===== config.mk =====
export PLATFORM = sky130hd
export DESIGN_NAME = fsm_detect_sched
export DESIGN_NICKNAME = d
export VERILOG_FILES = /design/src/rtl/fsm_detect_sched.sv
export SDC_FILE = /design/constraint.sdc
export NUM_CORES = 1
export LEC_CHECK = 0
export CELL_PAD_IN_SITES_DETAIL_PLACEMENT = 1
export CELL_PAD_IN_SITES_GLOBAL_PLACEMENT = 2
export CORE_MARGIN = 4
export CORE_UTILIZATION = 29
export DETAILED_ROUTE_END_ITERATION = 10
export PLACE_DENSITY_LB_ADDON = 0.1
export SLEW_MARGIN = 40
export SYNTH_ARGS = -nofsm -noshare
export SYNTH_HDL_FRONTEND = slang
export SYNTH_SLANG_ARGS = --single-unit

===== constraint.sdc =====
create_clock -name clk -period 4.3 [get_ports clk]
set_input_delay 0.86 -clock clk [delete_from_list [all_inputs] [get_ports clk]]
set_output_delay 0.86 -clock clk [all_outputs]
set_load 0.005 [all_outputs]

===== src/rtl/fsm_detect_sched.sv =====
// rtl/fsm_detect_sched.sv - round-robin scheduler sharing one serial "101" detector; optional FSM_SCHED_CARRY_EN
module fsm_detect_sched #(
    parameter  int N  = 4,
    parameter  int W  = 8,
    localparam int HW = $clog2(W + 1),
    localparam int IW = $clog2(N)
) (
    input  logic           clk,
    input  logic           reset,
    input  logic [N-1:0]   req_valid,
    input  logic [N*W-1:0] req_data,
    output logic [N-1:0]   req_ready,
    output logic           rsp_valid,
    input  logic           rsp_ready,
    output logic [IW-1:0]  rsp_id,
    output logic [HW-1:0]  rsp_hits
);

    typedef enum logic [1:0] {IDLE, SHIFT, RESP} ctl_t;
    typedef enum logic [1:0] {DA, DB, DC, DD} det_t;

    ctl_t          ctl_q, ctl_d;
    det_t          det_q, det_d;
    logic [W-1:0]  sreg_q, sreg_d;
    logic [HW-1:0] cnt_q, cnt_d;
    logic [HW-1:0] hits_q, hits_d;
    logic [IW-1:0] id_q, id_d;
    logic [IW-1:0] rr_q, rr_d;
`ifdef FSM_SCHED_CARRY_EN
    det_t          saved_q [N];
    det_t          saved_d [N];
`endif

    logic          found_c;
    logic [IW-1:0] win_c;
    logic [IW-1:0] cand_c;
    logic [W-1:0]  win_word_c;
    logic          accept_c;
    det_t          det_nx_c;

    // Moore "101" detector transition; entering DD is a hit
    function automatic det_t det_next(input det_t s, input logic b);
        case (s)
            DA:      return b ? DB : DA;
            DB:      return b ? DB : DC;
            DC:      return b ? DD : DA;
            default: return b ? DB : DC;
        endcase
    endfunction

    // Round-robin search starting at rr_q, wrapping modulo N
    always_comb begin
        found_c = 1'b0;
        win_c   = '0;
        cand_c  = '0;
        for (int k = 0; k < N; k++) begin
            cand_c = IW'((int'(rr_q) + k) % N);
            if (!found_c && req_valid[cand_c]) begin
                found_c = 1'b1;
                win_c   = cand_c;
            end
        end
    end

    // Select the winning requester's word
    always_comb begin
        win_word_c = '0;
        for (int k = 0; k < N; k++) begin
            if (win_c == IW'(k)) begin
                win_word_c = req_data[k*W +: W];
            end
        end
    end

    // One-hot grant, only in IDLE and never while reset is asserted
    always_comb begin
        req_ready = '0;
        if (!reset && ctl_q == IDLE && found_c) begin
            req_ready[win_c] = 1'b1;
        end
    end

    assign accept_c  = |(req_valid & req_ready);
    assign det_nx_c  = det_next(det_q, sreg_q[W-1]);
    assign rsp_valid = (ctl_q == RESP);
    assign rsp_id    = id_q;
    assign rsp_hits  = hits_q;

    // Controller next state: accept, serialize MSB-first, then hold the response
    always_comb begin
        ctl_d  = ctl_q;
        det_d  = det_q;
        sreg_d = sreg_q;
        cnt_d  = cnt_q;
        hits_d = hits_q;
        id_d   = id_q;
        rr_d   = rr_q;
`ifdef FSM_SCHED_CARRY_EN
        saved_d = saved_q;
`endif
        case (ctl_q)
            IDLE: begin
                if (accept_c) begin
                    sreg_d = win_word_c;
                    cnt_d  = HW'(W);
                    hits_d = '0;
`ifdef FSM_SCHED_CARRY_EN
                    det_d  = saved_q[win_c];
`else
                    det_d  = DA;
`endif
                    id_d   = win_c;
                    rr_d   = (win_c == IW'(N - 1)) ? '0 : win_c + IW'(1);
                    ctl_d  = SHIFT;
                end
            end
            SHIFT: begin
                det_d  = det_nx_c;
                sreg_d = {sreg_q[W-2:0], 1'b0};
                cnt_d  = cnt_q - HW'(1);
                if (det_nx_c == DD) begin
                    hits_d = hits_q + HW'(1);
                end
                if (cnt_q == HW'(1)) begin
                    ctl_d = RESP;
`ifdef FSM_SCHED_CARRY_EN
                    saved_d[id_q] = det_nx_c;
`endif
                end
            end
            RESP: begin
                if (rsp_ready) begin
                    ctl_d = IDLE;
                end
            end
            default: ctl_d = IDLE;
        endcase
    end

    // State registers; reset drops any in-flight word
    always_ff @(posedge clk or posedge reset) begin
        if (reset) begin
            ctl_q  <= IDLE;
            det_q  <= DA;
            sreg_q <= '0;
            cnt_q  <= '0;
            hits_q <= '0;
            id_q   <= '0;
            rr_q   <= '0;
`ifdef FSM_SCHED_CARRY_EN
            for (int k = 0; k < N; k++) begin
                saved_q[k] <= DA;
            end
`endif
        end else begin
            ctl_q  <= ctl_d;
            det_q  <= det_d;
            sreg_q <= sreg_d;
            cnt_q  <= cnt_d;
            hits_q <= hits_d;
            id_q   <= id_d;
            rr_q   <= rr_d;
`ifdef FSM_SCHED_CARRY_EN
            saved_q <= saved_d;
`endif
        end
    end

endmodule

==> flow_summary.yaml, run 1 <==
finish:
  drive_gt1_share_pct: 9.852
  fill_cells: 563
  num_antenna_cells: 0
  layoutNonFillerInstCount: 270
  areaGrowthSynthToFinish_pct: 41.93
  multiInputGateArea_um2: 820.8
  nets: 250
  seq_area_um2: 600.6
  mostFrequentLayoutCell: "clkdlybuf4s50_1"
  design_area_mm2: 0.002122
  most-common-layout-cells: "49 x clkdlybuf4s50_1, 24 x dfrtp_1, 11 x nand2_1"
detailed_routing:
  wl_per_cell_um: 16.30
  vias: 1415
  route.detailed.drc: 0
  vias_per_cell: 5.241
  ant_nets: 0
  drt-initial-drc-count: 38
  drt_pre_antenna_iters: 4
  finalWirelength_um: 4400
hold_path:
  hold_start: "det_q[1]"
  hold_depth: 1
  whs_endpoint: "det_q[1]"
  hp-class: "reg2reg"
placement:
  placement.io_buffers: 49
  dpl.cell_count: 266
  dp_hpwl_um: 3517
  place_area_mm2: 0.002067
  gp_congestion: 0.7735
power_and_ir_drop:
  power_leakage_uw: 0.0008745
  switching_power_uw: 503.8
  combPwrFrac_pct: 55.0
  swShare_pct: 40.84
  seqPwrFrac_pct: 32.6
  p_per_area_mw_per_mm2: 581.3
  p_int_uw: 729.8
  pwr-share-clk_pct: 12.4
  ir_drop_uv: 178.4
yosys:
  synth_cell_types: 42
  yosys.area.top_type: "dfrtp_1"
  synth-edff-count: 0
  synth_ff_type: "dfrtp_1"
  netlist_area_mm2: 0.001495
  synth_top_area_share_pct: 40.17
  synthCells: 153
  seq_area_frac_synth_pct: 40.17
  async_flop_share_pct: 100.0
  synthesis.nets: 199
  avgSynthCellArea_um2: 9.772
  ys_ff_latch: 24
  synth_area_leaders: "dfrtp_1 40%, ha_1 5.9%, a221o_1 5.4%"
  ys_warn_count: 0
timing:
  tns_ns: 0
  finalCritPeriodShare_pct: 90.68
  rsz0062_at_grt: "no"
  fmax_ghz: 0.2565
  hold_viol: 0
  post-route-min-period_ns: 3.899
  worstMarginPinSlew_ns: 0.6118
  final-setup-viol-count: 0
  slew_headroom_pct: 59.03
  skew_ns: 0.002906
  maxSlewViolCount: 0
worst_setup_path:
  rr_worst_depth: 10
  crit_fanout: 7
  critPathLaunchType: "input port"
  cpPeakStageDelay_ns: 0.53
  reg2reg_slack_ns: 1.50
  r2r_end: "rr_q[1]"
  cpMostUsedCell: "clkdlybuf4s50_1"
  arrival_ns: 3.04
  worst_path_max_delay_cell: "clkdlybuf4s50_1"
  worstPathCellList: "clkdlybuf4s50_1 -> mux2i_1 -> nor2_1 -> nor3_1 -> buf_4 -> inv_1 -> ha_1 -> and2_1 -> clkdlybuf4s50_1"
  worst-setup-path-type: "in2out"
  setup.worst_path.end_class: "output pin"
  r2r_start: "rr_q[1]"
  worstPathRequired_ns: 3.44
clocking:
  cts_num_sinks: 24
  cts_buffers: 3
  cts_hold_buf: 0
  h-tree-depth: 1
  clk_latency_ns: 0.27
  cts-resized-gates: 0
  cts_tree: "done"
  ctsLongestPathBuffers: 2
  cts_setup_buffers: 0
  clockRootBuffer: "clkbuf_8"
  clkTransAtPathRegs_ns: 0.08
global_route:
  antenna_found_initial: 0
  grt_max_degree: 25
  grt_remaining_overflow: 0
  globalRouteTotalUtil_pct: 14.60
  grt_pass1_wl_um: 7341
  first_global_vias: 1574
floorplan:
  fp.dieW_um: 79.81
  num_rows: 25
  io_pins: 50
  coreArea_mm2: 0.004848
  start_util_pct: 30.84
  die-area_mm2: 0.006369
  fp.dieH_um: 79.81
outcome:
  status: "finished clean"
run:
  maxCapViolCount: 0
[cells in the mapped netlist (2+ instances only)]
| cell | n |
|---|---|
| mux2_2 | 3 |
| a21oi_1 | 8 |
| nand2_1 | 11 |
| a22oi_1 | 3 |
| inv_1 | 11 |
| mux2i_1 | 4 |
| o22ai_1 | 6 |
| nand3_1 | 2 |
| a221o_1 | 8 |
| clkbuf_1 | 5 |
| ha_1 | 7 |
| o21ai_2 | 2 |
| a31oi_1 | 2 |
| dfrtp_1 | 24 |
| and2_1 | 5 |
| nor2b_1 | 4 |
| o21ai_0 | 4 |
| nor2_1 | 3 |
| nand2b_1 | 2 |
| nor4_1 | 7 |
| a221oi_1 | 7 |
| nor3b_1 | 2 |
| nor3_1 | 4 |
[per-layer routing]
layer / part of all wire (%) / track usage (%) / vias up
met1: 45 / 17.78 / 676
met4: 2.2 / 6.419 / 0
met5: 0 / 0 / -
met2: 48 / 24.96 / 48
li1: - / - / 682
met3: 5.1 / 2.709 / 9
[state kept, by name, summed over array words and instances, names as in the netlist]
register	count
rr_q	2
rsp_id	2
sreg_q	8
cnt_q	4
ctl_q	2
det_q	2
rsp_hits	4
[logic make-up after synthesis]
logic type | Yosys count | synth area share [%]
compound gates | 51 | 26.53
buf+inv | 18 | 5.104
fa+ha+maj | 7 | 5.857
mux | 7 | 4.937
flops | 24 | 40.17
simple gates | 46 | 17.41
[area by class of cell]
cell class / count / area share (%)
Timing Repair Buffer: 53 / 24.53
Inverter: 11 / 1.946
Tap cell: 67 / 3.950
Multi-Input combinational cell: 111 / 38.68
Clock buffer: 4 / 2.594
Sequential cell: 24 / 28.30
[power groups by stage]
stage / Combinational, uW / Sequential, uW / Clock, uW
4_1_cts: 692 / 404 / 158
2_1_floorplan: 466 / 393 / 0
6_report: 678 / 403 / 153
3_5_place_dp: 689 / 407 / 0
5_1_grt: 772 / 418 / 166
3_3_place_gp: 663 / 400 / 0
[worst max-delay path by stage]
stage,from,to,cells past startpoint
6_report,req_valid[2],req_ready[2],9
5_1_grt,req_valid[2],req_ready[3],8
4_1_cts,req_valid[2],req_ready[2],9
3_5_place_dp,req_valid[2],req_ready[2],9
3_3_place_gp,req_valid[2],req_ready[2],9
2_1_floorplan,req_valid[2],req_ready[1],6
[worst max-delay path, delay by kind of cell]
kind / cells / cell delay [ns]
buffers and inverters: 4 / 1.21
muxes: 1 / 0.20
adders and majority gates: 1 / 0.27
and+or+nand+nor: 3 / 0.50
[per-stage QoR]
stage / worst slack [ns] / util (%) / power (uW) / hold WS [ns]
CTS: 0.3721 / 43.77 / 1255 / 0.5152
global route: 0.2028 / 43.77 / 1356 / 0.5343
detailed placement: 0.3792 / 42.63 / 1096 / 0.4998
floorplan: 1.361 / - / 858.8 / 0.4729
global placement: 0.4820 / 42.58 / 1063 / 0.4726
finish: 0.4009 / 43.77 / 1234 / 0.5123
Note: power is estimated with default switching activity, not from simulation.
==> inputs of run 2 (changes only) <==
--- a/config.mk
+++ b/config.mk
@@ -8,9 +8,9 @@
 export CELL_PAD_IN_SITES_DETAIL_PLACEMENT = 1
 export CELL_PAD_IN_SITES_GLOBAL_PLACEMENT = 2
 export CORE_MARGIN = 4
-export CORE_UTILIZATION = 29
+export CORE_UTILIZATION = 24
 export DETAILED_ROUTE_END_ITERATION = 10
-export PLACE_DENSITY_LB_ADDON = 0.1
+export PLACE_DENSITY = 0.87
 export SLEW_MARGIN = 40
 export SYNTH_ARGS = -nofsm -noshare
 export SYNTH_HDL_FRONTEND = slang
==> constraint.sdc (replaced) <==
create_clock -name clk -period 3.3 [get_ports clk]
set_input_delay 0.66 -clock clk [delete_from_list [all_inputs] [get_ports clk]]
set_output_delay 0.66 -clock clk [all_outputs]
set_load 0.005 [all_outputs]
==> run 2 against run 1 <==
  * Clock skew up 0.0028 ns
  * Sequential cell count did not move
  * Die area is 19% higher
  * Critical path depth did not move
  * First-iteration DRC count increased by 2.6%
  * Critical endpoint is now req_ready[1]
  * Highest routed layer unchanged
==> flow_summary.yaml, run 2 (same netlist as run 1, synthesis figures left out) <==
placement:
  gp_congestion: 0.7824
  placement.io_buffers: 49
  dp_hpwl_um: 3627
  dpl.cell_count: 286
timing:
  final-setup-viol-count: 0
  fmax_ghz: 0.3100
  post-route-min-period_ns: 3.225
  finalCritPeriodShare_pct: 97.74
  slew_headroom_pct: 66.19
  whs_ns: 0.5139
  hold_viol: 0
  worstMarginPinSlew_ns: 0.5064
  maxSlewViolCount: 0
  skew_ns: 0.005734
clocking:
  cts_buffers: 3
  clkTransAtPathRegs_ns: 0.09
  cts_tree: "done"
  clk_latency_ns: 0.27
  cts_hold_buf: 0
  h-tree-depth: 1
  clockRootBuffer: "clkbuf_8"
  cts_num_sinks: 24
  ctsLongestPathBuffers: 2
finish:
  num_antenna_cells: 0
  layoutNonFillerInstCount: 291
  nets: 263
  mostFrequentLayoutCell: "clkdlybuf4s50_1"
  areaGrowthSynthToFinish_pct: 52.89
  drive_gt1_share_pct: 19.44
  most-common-layout-cells: "47 x clkdlybuf4s50_1, 24 x dfrtp_1, 17 x buf_4"
  utilization_pct: 38.16
  top_register: "sreg_q"
  largest_register_ffs: 8
worst_setup_path:
  arrival_ns: 2.57
  worst-setup-path-type: "in2out"
  cpPeakStageDelay_ns: 0.45
  critPathLaunchType: "input port"
  worstPathCellList: "clkdlybuf4s50_1 -> buf_4 -> a21oi_2 -> a2bb2oi_2 -> buf_4 -> inv_1 -> ha_1 -> and2_1 -> clkdlybuf4s50_1"
  worst_path_max_delay_cell: "clkdlybuf4s50_1"
  crit_buf_inv: 5
  setup.worst_path.end_class: "output pin"
  worstPathRequired_ns: 2.64
  crit_fanout: 3
  crit_family: "buffers and inverters"
detailed_routing:
  finalWirelength_um: 4601
  route.detailed.drc: 0
  vias_per_cell: 5.014
  drt_pre_antenna_iters: 4
  wl_per_cell_um: 15.81
  ant_nets: 0
  vias: 1459
  drt-initial-drc-count: 39
power_and_ir_drop:
  seqPwrFrac_pct: 30.4
  p_int_uw: 1080
  pwr-share-clk_pct: 14.4
  total_power_uw: 1774
  ir_drop_uv: 311.3
  p_per_area_mw_per_mm2: 775.9
  combPwrFrac_pct: 55.2
  swShare_pct: 39.11
  power_leakage_uw: 0.0009715
  switching_power_uw: 693.7
global_route:
  grt_remaining_overflow: 0
  globalRouteTotalUtil_pct: 12.64
  grt_pass1_wl_um: 7665
  first_global_vias: 1584
  grt_max_degree: 25
  antenna_found_initial: 0
floorplan:
  io_pins: 50
  num_rows: 28
  fp.dieH_um: 86.93
  start_util_pct: 24.96
  coreArea_mm2: 0.005991
  fp.dieW_um: 86.93
  die-area_mm2: 0.007557
hold_path:
  hp-class: "reg2reg"
run:
  maxCapViolCount: 0
outcome:
  status: "finished clean"
## run 2: power by group through the flow
stage	Clock [uW]	Sequential (uW)	Combinational, uW
finish	255	540	979
global route	278	561	1090
CTS	263	538	984
detailed placement	0	542	961
global placement	0	534	926
floorplan	0	512	607
## run 2: final timing paths
check	cells after the start	start	end	slack [ns]
max	9	req_valid[0]	req_ready[1]	0.07
min	1	det_q[1]	det_q[1]	0.51
max reg2reg	11	rr_q[1]	sreg_q[1]	0.71
min reg2reg	1	det_q[1]	det_q[1]	0.51
max in group asynchronous	2	reset	cnt_q[2]	2.18
min in group asynchronous	2	reset	cnt_q[3]	0.78
## run 2: stage by stage
step / area [um2] / worst slack [ns] / setup TNS, ns
detailed placement: 2165 / -0.07721 / -0.1420
global route: 2286 / -0.002829 / -0.002829
finish: 2286 / 0.07454 / 0
floorplan: 1495 / 0.6466 / 0
CTS: 2257 / 0.02888 / 0
global placement: 2165 / -0.00002665 / -0.00002665
## run 2: per-layer routing
metal  global-route usage (%)  vias up  part of all wire (%)
li1                         -      711                     -
met1                    15.50      716                    42
met2                    22.57       28                    54
met3                    2.744        4                   3.3
met4                    2.691        0                   1.0
met5                        0        -                     0
## run 2: worst reg2reg max path, stage by stage (launching register included)
cell and delay, ns:
dfrtp_1 0.48, mux2i_1 0.22, nor2_1 0.06, nor3_2 0.16, buf_4 0.17, inv_1 0.06, ha_2 0.19, buf_4 0.14
or2_2 0.36, a221oi_1 0.27, nor4_1 0.10, a221o_1 0.27
## run 2: final cells by class
type                       count  area, um2
fill                         684       3705
timing repair buffer          66      623.1
clock buffer                   3      41.29
clock inverter                 1      30.03
inverter                      11      41.29
sequential                    24      600.6
multi-input combinational    111      855.8
tap                           75      93.84
## run 2: timing repair
item / 4_1_cts / 5_1_grt
resized for setup: 3 / 9
gates cloned: 0 / 0
setup endpoints to repair: 2 / 4
buffers inserted: 1 / 0
pin swaps: 1 / 1
==> inputs of run 3 (changes only) <==
--- a/config.mk
+++ b/config.mk
@@ -7,9 +7,9 @@
 export LEC_CHECK = 0
 export CELL_PAD_IN_SITES_DETAIL_PLACEMENT = 1
 export CELL_PAD_IN_SITES_GLOBAL_PLACEMENT = 2
-export CORE_MARGIN = 4
 export CORE_UTILIZATION = 24
 export DETAILED_ROUTE_END_ITERATION = 10
+export MAX_ROUTING_LAYER = met4
 export PLACE_DENSITY = 0.87
 export SLEW_MARGIN = 40
 export SYNTH_ARGS = -nofsm -noshare
==> run 3 against run 2 <==
  * Sequential share of layout area about the same
  * Clock power grew 3%
  * Cell area hardly changed
  * Power rose by 1.6%
  * First-iteration DRC count increased by 41%
  * Non-clock buffer count rose by 1
  * Core utilization grew 0.20 points
  * Maximum frequency fell by 0.92%
  * Critical path type unchanged
  * Critical endpoint is now req_ready[2]
==> flow_summary.yaml, run 3 (same netlist as run 1, synthesis figures left out) <==
outcome:
  status: "finished clean"
hold_path:
  hold_start: "rsp_hits[3]"
  hp-class: "reg2reg"
finish:
  fill_cells: 702
  top_register: "sreg_q"
  seq_area_um2: 600.6
  layoutNonFillerInstCount: 292
  drive_gt1_share_pct: 17.05
  multiInputGateArea_um2: 834.6
  mostFrequentLayoutCell: "clkdlybuf4s50_1"
  utilization_pct: 38.36
  num_antenna_cells: 0
  areaGrowthSynthToFinish_pct: 52.80
  most-common-layout-cells: "47 x clkdlybuf4s50_1, 24 x dfrtp_1, 17 x buf_4"
  nets: 264
  largest_register_ffs: 8
clocking:
  cts_num_sinks: 24
  cts_buffers: 3
  clkTransAtPathRegs_ns: 0.09
  cts_setup_buffers: 0
  clockRootBuffer: "clkbuf_8"
  clk_latency_ns: 0.27
  ctsLongestPathBuffers: 2
  cts_tree: "done"
  h-tree-depth: 1
floorplan:
  coreArea_mm2: 0.005956
  io_pins: 50
  start_util_pct: 25.11
  die-area_mm2: 0.006550
  fp.dieH_um: 80.93
  fp.dieW_um: 80.93
  num_rows: 28
timing:
  fmax_ghz: 0.3072
  hold_viol: 0
  layout_setup_ws_ns: 0.04452
  skew_ns: 0.008411
  rsz0062_at_grt: "yes"
  finalCritPeriodShare_pct: 98.65
  maxSlewViolCount: 0
  worstMarginPinSlew_ns: 0.5295
  slew_headroom_pct: 64.65
  whs_ns: 0.4996
  tns_ns: 0
  post-route-min-period_ns: 3.255
  final-setup-viol-count: 0
placement:
  dpl.cell_count: 288
  dp_hpwl_um: 3446
  gp_congestion: 0.7563
  placement.io_buffers: 49
  pre_cts_slack_ns: -0.03399
worst_setup_path:
  r2r_start: "rr_q[1]"
  setup.worst_path.end_class: "output pin"
  worstPathRequired_ns: 2.64
  crit_start: "req_valid[1]"
  arrival_ns: 2.60
  critPathLaunchType: "input port"
  crit_fanout: 5
  worst-setup-path-type: "in2out"
detailed_routing:
  ant_nets: 0
  vias: 1461
  vias_per_cell: 5.003
  route.detailed.drc: 0
  drt_pre_antenna_iters: 4
  drt-initial-drc-count: 55
  finalWirelength_um: 4403
  wl_per_cell_um: 15.08
global_route:
  first_global_vias: 1543
  antenna_found_initial: 0
  grt_pass1_wl_um: 7548
  grt_max_degree: 25
  top_usage_layer: "met2"
  grtUsageMet2_pct: 24.62
  globalRouteTotalUtil_pct: 15.08
  use_met1_pct: 20.54
  grt_remaining_overflow: 0
  gr-usage-met3_pct: 1.236
power_and_ir_drop:
  p_per_area_mw_per_mm2: 788.4
  power_leakage_uw: 0.0009721
  ir_drop_uv: 221.8
run:
  maxCapViolCount: 0
==> run 3: changes by cell type in the layout (fill, tap and decap cells not counted), sizes merged <==
cell,change
buf,+1
==> run 3: power by group <==
group          internal, uW  leakage, uW  switching, uW
clock network           162    0.0000357           99.9
logic                   512     0.000637            484
registers               423     0.000299            120
==> run 3: final cells by class <==
cell class / instances / share of cell area [%]
clock inverter: 1 / 1.314
multi-input combinational: 111 / 36.53
sequential: 24 / 26.29
inverter: 11 / 1.807
timing repair buffer: 67 / 28.15
tap: 75 / 4.107
clock buffer: 3 / 1.807
==> run 3: worst max-delay path, cell delays in order <==
cell and delay [ns]:
clkdlybuf4s50_1 0.56, nor3b_2 0.07, nor3_1 0.23, buf_4 0.18, inv_1 0.07, ha_1 0.23, and2_1 0.16, clkdlybuf4s50_1 0.44
==> run 3: repair_timing <==
item / in CTS / in global routing
endpoints found under the setup margin: 2 / 4
gates resized for setup: 1 / 5
hold buffers: 0 / 0
pin swaps: 0 / 0
==> run 3: stage by stage <==
| step | total power, uW | instance area, um2 |
|---|---|---|
| 3_5_place_dp | 1532 | 2192 |
| 6_report | 1801 | 2285 |
| 5_1_grt | 1946 | 2285 |
| 4_1_cts | 1805 | 2270 |
| 3_3_place_gp | 1497 | 2192 |
| 2_1_floorplan | 1119 | 1495 |
==> run 3: metal layers <==
| metal | up-vias | wire (um) |
|---|---|---|
| li1 | 714 | - |
| met1 | 709 | 2145 |
| met2 | 36 | 2091 |
| met3 | 2 | 149 |
| met4 | 0 | 18 |
| met5 | - | 0 |
==> run 3: final timing paths <==
kind                                      to  slack [ns]  cells past startpoint
worst min-delay path             rsp_hits[3]        0.50                      1
max in group asynchronous           ctl_q[0]        2.14                      2
min in group asynchronous          sreg_q[0]        0.80                      2
worst max-delay path            req_ready[2]        0.04                      8
worst max register to register     sreg_q[1]        0.53                     11
worst min register to register   rsp_hits[3]        0.50                      1
